### config.mk
export PLATFORM = sky130hd
export DESIGN_NAME = alu_issue_ctrl
export DESIGN_NICKNAME = d
export VERILOG_FILES = /design/src/rtl/alu_issue_ctrl.sv
export SDC_FILE = /design/constraint.sdc
export NUM_CORES = 1
export LEC_CHECK = 0
export CAP_MARGIN = 0
export CORE_MARGIN = 2
export CORE_UTILIZATION = 31
export CTS_CLUSTER_SIZE = 30
export DETAILED_ROUTE_END_ITERATION = 8
export DONT_BUFFER_PORTS = 1
export GPL_TIMING_DRIVEN = 0
export PLACE_DENSITY = 0.54
export SKIP_CTS_REPAIR_TIMING = 1
export SLEW_MARGIN = 20
export SYNTH_ARGS = -nofsm -noshare
export SYNTH_HDL_FRONTEND = slang
export SYNTH_SLANG_ARGS = --single-unit
### constraint.sdc
create_clock -name clk -period 4.8 [get_ports clk]
set_clock_uncertainty 0.15 [all_clocks]
set_input_delay 0.96 -clock clk [delete_from_list [all_inputs] [get_ports clk]]
set_output_delay 0.96 -clock clk [all_outputs]
set_load 0.1 [all_outputs]
### src/rtl/alu_issue_ctrl.sv
// Purpose : single-issue sequencer feeding the ALU operand-mux stage (RD_A -> RD_B -> ISSUE -> WAIT -> WB).
// Latency : accept edge to alu_en = 3 cycles; alu_done sample to rf_we = 1 cycle; minimum 6 cycles per instruction.
// Backpr. : instr_ready high only in IDLE; a hung ALU is aborted after TIMEOUT WAIT cycles with an err pulse.
//
// Ports:
//   clk, rst                          clock and synchronous active-high reset
//   instr_valid/instr_ready/instr     instruction handshake ([15:12] op, [11:10] rd, [9:8] rs, [7:0] offset)
//   rf_raddr/rf_rdata                 register-file read port (data one cycle after address)
//   rf_we/rf_waddr/rf_wdata           register-file write-back
//   alu_en/alu_in_sel/alu_op          operand-mux enable, operand-B select, latched opcode
//   rd_q/rs_q/offset                  operand A, operand B, latched immediate
//   alu_done/alu_result               ALU completion pulse and result
//   busy/err                          not-idle status and timeout-abort pulse
module alu_issue_ctrl #(
  parameter int DWIDTH  = 16,
  parameter int TIMEOUT = 15
) (
  input  logic              clk,
  input  logic              rst,
  input  logic              instr_valid,
  output logic              instr_ready,
  input  logic [15:0]       instr,
  output logic [1:0]        rf_raddr,
  input  logic [DWIDTH-1:0] rf_rdata,
  output logic              rf_we,
  output logic [1:0]        rf_waddr,
  output logic [DWIDTH-1:0] rf_wdata,
  output logic              alu_en,
  output logic              alu_in_sel,
  output logic [3:0]        alu_op,
  output logic [DWIDTH-1:0] rd_q,
  output logic [DWIDTH-1:0] rs_q,
  output logic [7:0]        offset,
  input  logic              alu_done,
  input  logic [DWIDTH-1:0] alu_result,
  output logic              busy,
  output logic              err
);

  typedef enum logic [2:0] {
    S_IDLE  = 3'd0,
    S_RD_A  = 3'd1,
    S_RD_B  = 3'd2,
    S_ISSUE = 3'd3,
    S_WAIT  = 3'd4,
    S_WB    = 3'd5
  } state_t;

  // Last WAIT-cycle count value before the abort fires.
  localparam logic [7:0] LP_CNT_LAST = 8'(TIMEOUT - 1);

  state_t      r_state;
  logic [1:0]  r_rd;
  logic [1:0]  r_rs;
  logic [7:0]  r_cnt;

  assign instr_ready = (r_state == S_IDLE);
  assign busy        = (r_state != S_IDLE);

  always_ff @(posedge clk) begin
    if (rst) begin
      r_state    <= S_IDLE;
      r_rd       <= 2'd0;
      r_rs       <= 2'd0;
      r_cnt      <= 8'd0;
      rf_raddr   <= 2'd0;
      rf_we      <= 1'b0;
      rf_waddr   <= 2'd0;
      rf_wdata   <= '0;
      alu_en     <= 1'b0;
      alu_in_sel <= 1'b0;
      alu_op     <= 4'h0;
      rd_q       <= '0;
      rs_q       <= '0;
      offset     <= 8'h00;
      err        <= 1'b0;
    end else begin
      // Single-cycle strobes default low; only the transitions below raise them.
      alu_en <= 1'b0;
      rf_we  <= 1'b0;
      err    <= 1'b0;
      unique case (r_state)
        S_IDLE: begin
          if (instr_valid) begin
            alu_op     <= instr[15:12];
            r_rd       <= instr[11:10];
            r_rs       <= instr[9:8];
            offset     <= instr[7:0];
            alu_in_sel <= instr[15];
            // NOP is consumed in place; rf_raddr is set up so rd is on the
            // read port during RD_A.
            if (instr[15:12] != 4'h0) begin
              rf_raddr <= instr[11:10];
              r_state  <= S_RD_A;
            end
          end
        end
        S_RD_A: begin
          // rs goes on the port during RD_B even for immediate ops; its data
          // returns in ISSUE and is simply not captured then.
          rf_raddr <= r_rs;
          r_state  <= S_RD_B;
        end
        S_RD_B: begin
          rd_q    <= rf_rdata;
          alu_en  <= 1'b1;
          r_state <= S_ISSUE;
        end
        S_ISSUE: begin
          if (!alu_in_sel) begin
            rs_q <= rf_rdata;
          end
          r_cnt   <= 8'd0;
          r_state <= S_WAIT;
        end
        S_WAIT: begin
          r_cnt <= r_cnt + 8'd1;
          // done has priority over the abort on the final WAIT cycle.
          if (alu_done) begin
            rf_wdata <= alu_result;
            rf_waddr <= r_rd;
            rf_we    <= 1'b1;
            r_state  <= S_WB;
          end else if (r_cnt == LP_CNT_LAST) begin
            err     <= 1'b1;
            r_state <= S_IDLE;
          end
        end
        S_WB: begin
          r_state <= S_IDLE;
        end
        default: begin
          r_state <= S_IDLE;
        end
      endcase
    end
  end

endmodule

==> impl_summary.log <==
[metrics] run status: completed
[metrics] launching point of the worst reg2reg path: alu_in_sel
[metrics] antenna violations before repair: 0
[metrics] NumNets Final: around 430
[metrics] kind of critical path: flip-flop to output pin
[metrics] largest net degree at the start of global routing: 15
[metrics] HP Class: flip-flop to flip-flop
[metrics] power per cell area: 490 nW/um^2
[metrics] Yosys Warn Count: 0
[metrics] proportion of synthesized flip-flops having asynchronous set or reset: 0
[metrics] post-route setup TNS: 0 ps
[metrics] met1 layer usage reported by global route: 0.187
[metrics] mean instance size in the synthesized netlist: a little under 9 um^2
[metrics] Post-Synthesis Cells: 366
[metrics] startpoint of the lowest-slack hold path: r_rd[0]
[metrics] final cycle utilization of the critical path: 0.667
[metrics] Antenna Cells: 0
[metrics] area of all placed cells without fillers: 3740 um^2
[metrics] largest buffer count on any clock path: 2
[metrics] Reg2Reg Depth: 5
[metrics] cell type contributing the most total cell area after synthesis: sky130_fd_sc_hd__dfxtp_1
[metrics] wire length of the first global-routing pass: 13,100 um
[metrics] placed cell area: 3460 um^2
[metrics] number of nets with antenna violations after detailed routing: 0
[metrics] area of the mapped netlist: 3250 um^2
[metrics] Pwr Total: 1.83 mW
[metrics] final hold vios: 0
[metrics] full die area: between 10,000 and 15,000 um^2
[metrics] port bufs: 0
[metrics] top flip-flop cell by instance count after synthesis: sky130_fd_sc_hd__dfxtp_1
[metrics] Tot GR Track Use: 0.151
[metrics] clock-pin slew of the registers on the worst-case setup and hold paths: 90 ps
[metrics] IR drop worst, VDD: 154 uV
[metrics] last weighted congestion value of the routability-driven placer: 0.726
[metrics] static leakage: about 1.3 nW
[metrics] setup repair after global routing missed its margin: false
[metrics] synthesized flop and latch total: 82
[metrics] WL/cell: 15.9 um
[metrics] wirelength, routed: 8270 um
[metrics] worst reg2reg setup slack: 2270 ps
[metrics] nature of the critical path endpoint: output pin
[metrics] first drt pass iteration count: 4
[metrics] number of max-cap violations: 0
[metrics] TritonCTS clock tree: yes
[metrics] width of the chip: 106 um
[metrics] routed via count: 2,540
[metrics] Min Clock Period, post-route: 3200 ps
[metrics] Worst EP arrival: 2090 ps
[metrics] number of buffers created by CTS: 9
[metrics] capture endpoint of the worst hold path: rf_waddr[0]
[metrics] met3 track utilization from global routing: 0.0705
[metrics] routing usage on met2: 0.229
[metrics] count of filler cells inserted in the layout: 1,076
[metrics] maximum net fanout on the critical path: 10
[metrics] cell types with the largest area share after synthesis: sky130_fd_sc_hd__dfxtp_1, sky130_fd_sc_hd__nand2_1, sky130_fd_sc_hd__a21oi_1
[metrics] layer carrying the most global-route usage: met2
[metrics] fraction of post-synthesis cell area in the top cell type by area: 0.505
[metrics] Std-Cell Rows: 37
[metrics] Post-Synthesis Net Count: 420
[metrics] endpoint of the lowest-slack register-to-register path: rs_q[5]
[metrics] Tightest Pin Transition: 1120 ps
[metrics] number of library cell types mapped by synthesis: 43
[metrics] Post-synth EDFFs: 0
[metrics] die height: 106 um
[metrics] number of pins exceeding their max-slew limit in the final report: 0
[metrics] portion of the post-synthesis area used by sequential elements: 0.505
[metrics] DRC violations left: 0
[metrics] vias in the first global route: 2,551
[metrics] TritonCTS sink count: between 80 and 90
[metrics] final setup vio count: 0
[metrics] clock latency reported for the late side of the worst-skew pair: 360 ps
[metrics] fraction of layout cells with a size suffix above 1: 0.125
[metrics] Overflow after GRT: 0
[metrics] total half-perimeter wirelength after legalization and detailed placement: 6000 um
[metrics] maximum clock rate: 312 MHz
[metrics] Critical Path RT: between 3000 and 4000 ps
[metrics] number of DRC violations after detailed-routing iteration 0: 112
[metrics] H-tree lvl count: 3
[metrics] core area: ~10,000 um^2
[metrics] clock tree root buffer cell: sky130_fd_sc_hd__clkbuf_8
[metrics] ratio of routed vias to standard cells: 4.88
[metrics] post-synthesis to final-layout area growth: 15.0%
[metrics] headroom to the max-slew limit: 0.250
[metrics] total I/O pin count: approximately 120
[metrics] effective utilization at floorplan: 0.316
[metrics] number of stages on the worst hold path: 2
[metrics] startpoint types: flip-flop
==> Yosys cell counts (2+ instances only) <==
master,number
sky130_fd_sc_hd__buf_2,5
sky130_fd_sc_hd__buf_6,5
sky130_fd_sc_hd__nor3b_1,4
sky130_fd_sc_hd__a21oi_1,59
sky130_fd_sc_hd__nor4_1,4
sky130_fd_sc_hd__a211oi_1,2
sky130_fd_sc_hd__buf_8,2
sky130_fd_sc_hd__buf_4,2
sky130_fd_sc_hd__inv_1,2
sky130_fd_sc_hd__dfxtp_1,82
sky130_fd_sc_hd__and3_1,2
sky130_fd_sc_hd__mux2i_1,17
sky130_fd_sc_hd__nand2_1,104
sky130_fd_sc_hd__a2111oi_0,3
sky130_fd_sc_hd__and4bb_2,3
sky130_fd_sc_hd__or4b_1,2
sky130_fd_sc_hd__nor3_1,5
sky130_fd_sc_hd__nor2_1,25
sky130_fd_sc_hd__buf_1,2
sky130_fd_sc_hd__clkbuf_1,9
sky130_fd_sc_hd__ha_1,2
sky130_fd_sc_hd__mux2_2,3
sky130_fd_sc_hd__nand3_1,2
==> state kept, by name, summed over array words and instances, names as in the netlist, 2 cells and up <==
signal and cells:
alu_op 3, offset 8, r_cnt 8, r_rd 2
r_rs 2, r_state 3, rd_q 16, rf_raddr 2
rf_waddr 2, rf_wdata 16, rs_q 16
==> per-stage QoR <==
step | hold WS [ps] | instances | setup WS [ps] | utilization
2_1_floorplan | 282 | 366 | 1010 | -
4_1_cts | 310 | 520 | 1580 | 0.364
3_5_place_dp | 297 | 504 | 1980 | 0.337
5_1_grt | 341 | 520 | 1500 | 0.364
6_report | 310 | 520 | 1600 | 0.364
3_3_place_gp | 295 | 502 | 873 | 0.333
==> report_power, final <==
group          switching, mW  total, mW  internal (mW)
sequential             0.226      0.939          0.713
clock                  0.259      0.673          0.414
combinational          0.135      0.220         0.0849
total                  0.620       1.83           1.21
==> worst max-delay path by stage <==
stage               startpoint   end  slack [ps]  cells past startpoint
global placement    r_state[0]  busy         870                      3
finish              r_state[0]  busy        1600                      5
CTS                 r_state[0]  busy        1580                      5
floorplan           r_state[0]  busy        1010                      3
global route        r_state[0]  busy        1500                      5
detailed placement  r_state[0]  busy        1980                      5
==> routing by layer <==
layer	share of wire	vias to the layer above	wire length, um
met2	0.44	86	3660
met1	0.45	1185	3700
met4	0.012	0	97
met5	0	-	0
met3	0.098	8	808
li1	-	1261	-
==> layout by cell type, fill, tap and decap left out, types with 2 or more instances in the layout <==
| cell | instances |
|---|---|
| sky130_fd_sc_hd__nand2_1 | 104 |
| sky130_fd_sc_hd__buf_2 | 5 |
| sky130_fd_sc_hd__or4b_1 | 2 |
| sky130_fd_sc_hd__nor3b_1 | 4 |
| sky130_fd_sc_hd__nor4_1 | 4 |
| sky130_fd_sc_hd__nor2_1 | 25 |
| sky130_fd_sc_hd__dfxtp_1 | 82 |
| sky130_fd_sc_hd__nand3_1 | 2 |
| sky130_fd_sc_hd__clkbuf_8 | 11 |
| sky130_fd_sc_hd__nor3_1 | 4 |
| sky130_fd_sc_hd__inv_1 | 2 |
| sky130_fd_sc_hd__a21oi_1 | 59 |
| sky130_fd_sc_hd__mux2_2 | 3 |
| sky130_fd_sc_hd__buf_8 | 2 |
| sky130_fd_sc_hd__mux2i_1 | 17 |
| sky130_fd_sc_hd__ha_1 | 2 |
| sky130_fd_sc_hd__and3_1 | 2 |
| sky130_fd_sc_hd__a211oi_1 | 2 |
| sky130_fd_sc_hd__clkinv_4 | 2 |
| sky130_fd_sc_hd__buf_6 | 5 |
| sky130_fd_sc_hd__buf_4 | 2 |
| sky130_fd_sc_hd__clkbuf_1 | 9 |
| sky130_fd_sc_hd__a2111oi_0 | 3 |
| sky130_fd_sc_hd__bufinv_16 | 4 |
| sky130_fd_sc_hd__buf_1 | 3 |
| sky130_fd_sc_hd__and4bb_2 | 3 |
==> critical path, stage by stage (launching register included) <==
cell	delay (ps)
sky130_fd_sc_hd__dfxtp_1	500
sky130_fd_sc_hd__clkbuf_8	270
sky130_fd_sc_hd__nor3_4	70
sky130_fd_sc_hd__buf_16	170
sky130_fd_sc_hd__buf_1	100
sky130_fd_sc_hd__inv_1	610
==> logic make-up after synthesis <==
family / count (synthesis) / share of synthesized area
simple gates: 165 / 0.249
flops: 82 / 0.505
compound gates: 68 / 0.116
buf+inv: 29 / 0.0596
mux: 20 / 0.0627
fa+ha+maj: 2 / 0.00769
==> area by class of cell <==
type	count	area, um^2	area share
Clock inverter	6	138	0.0368
Inverter	2	7.51	0.00201
Multi-Input combinational cell	255	1430	0.382
Sequential cell	82	1640	0.439
Buffer	27	186	0.0498
Tap cell	136	170	0.0455
Timing Repair Buffer	2	31.3	0.00836
Clock buffer	10	138	0.0368
(Power assumes the default switching activity.)
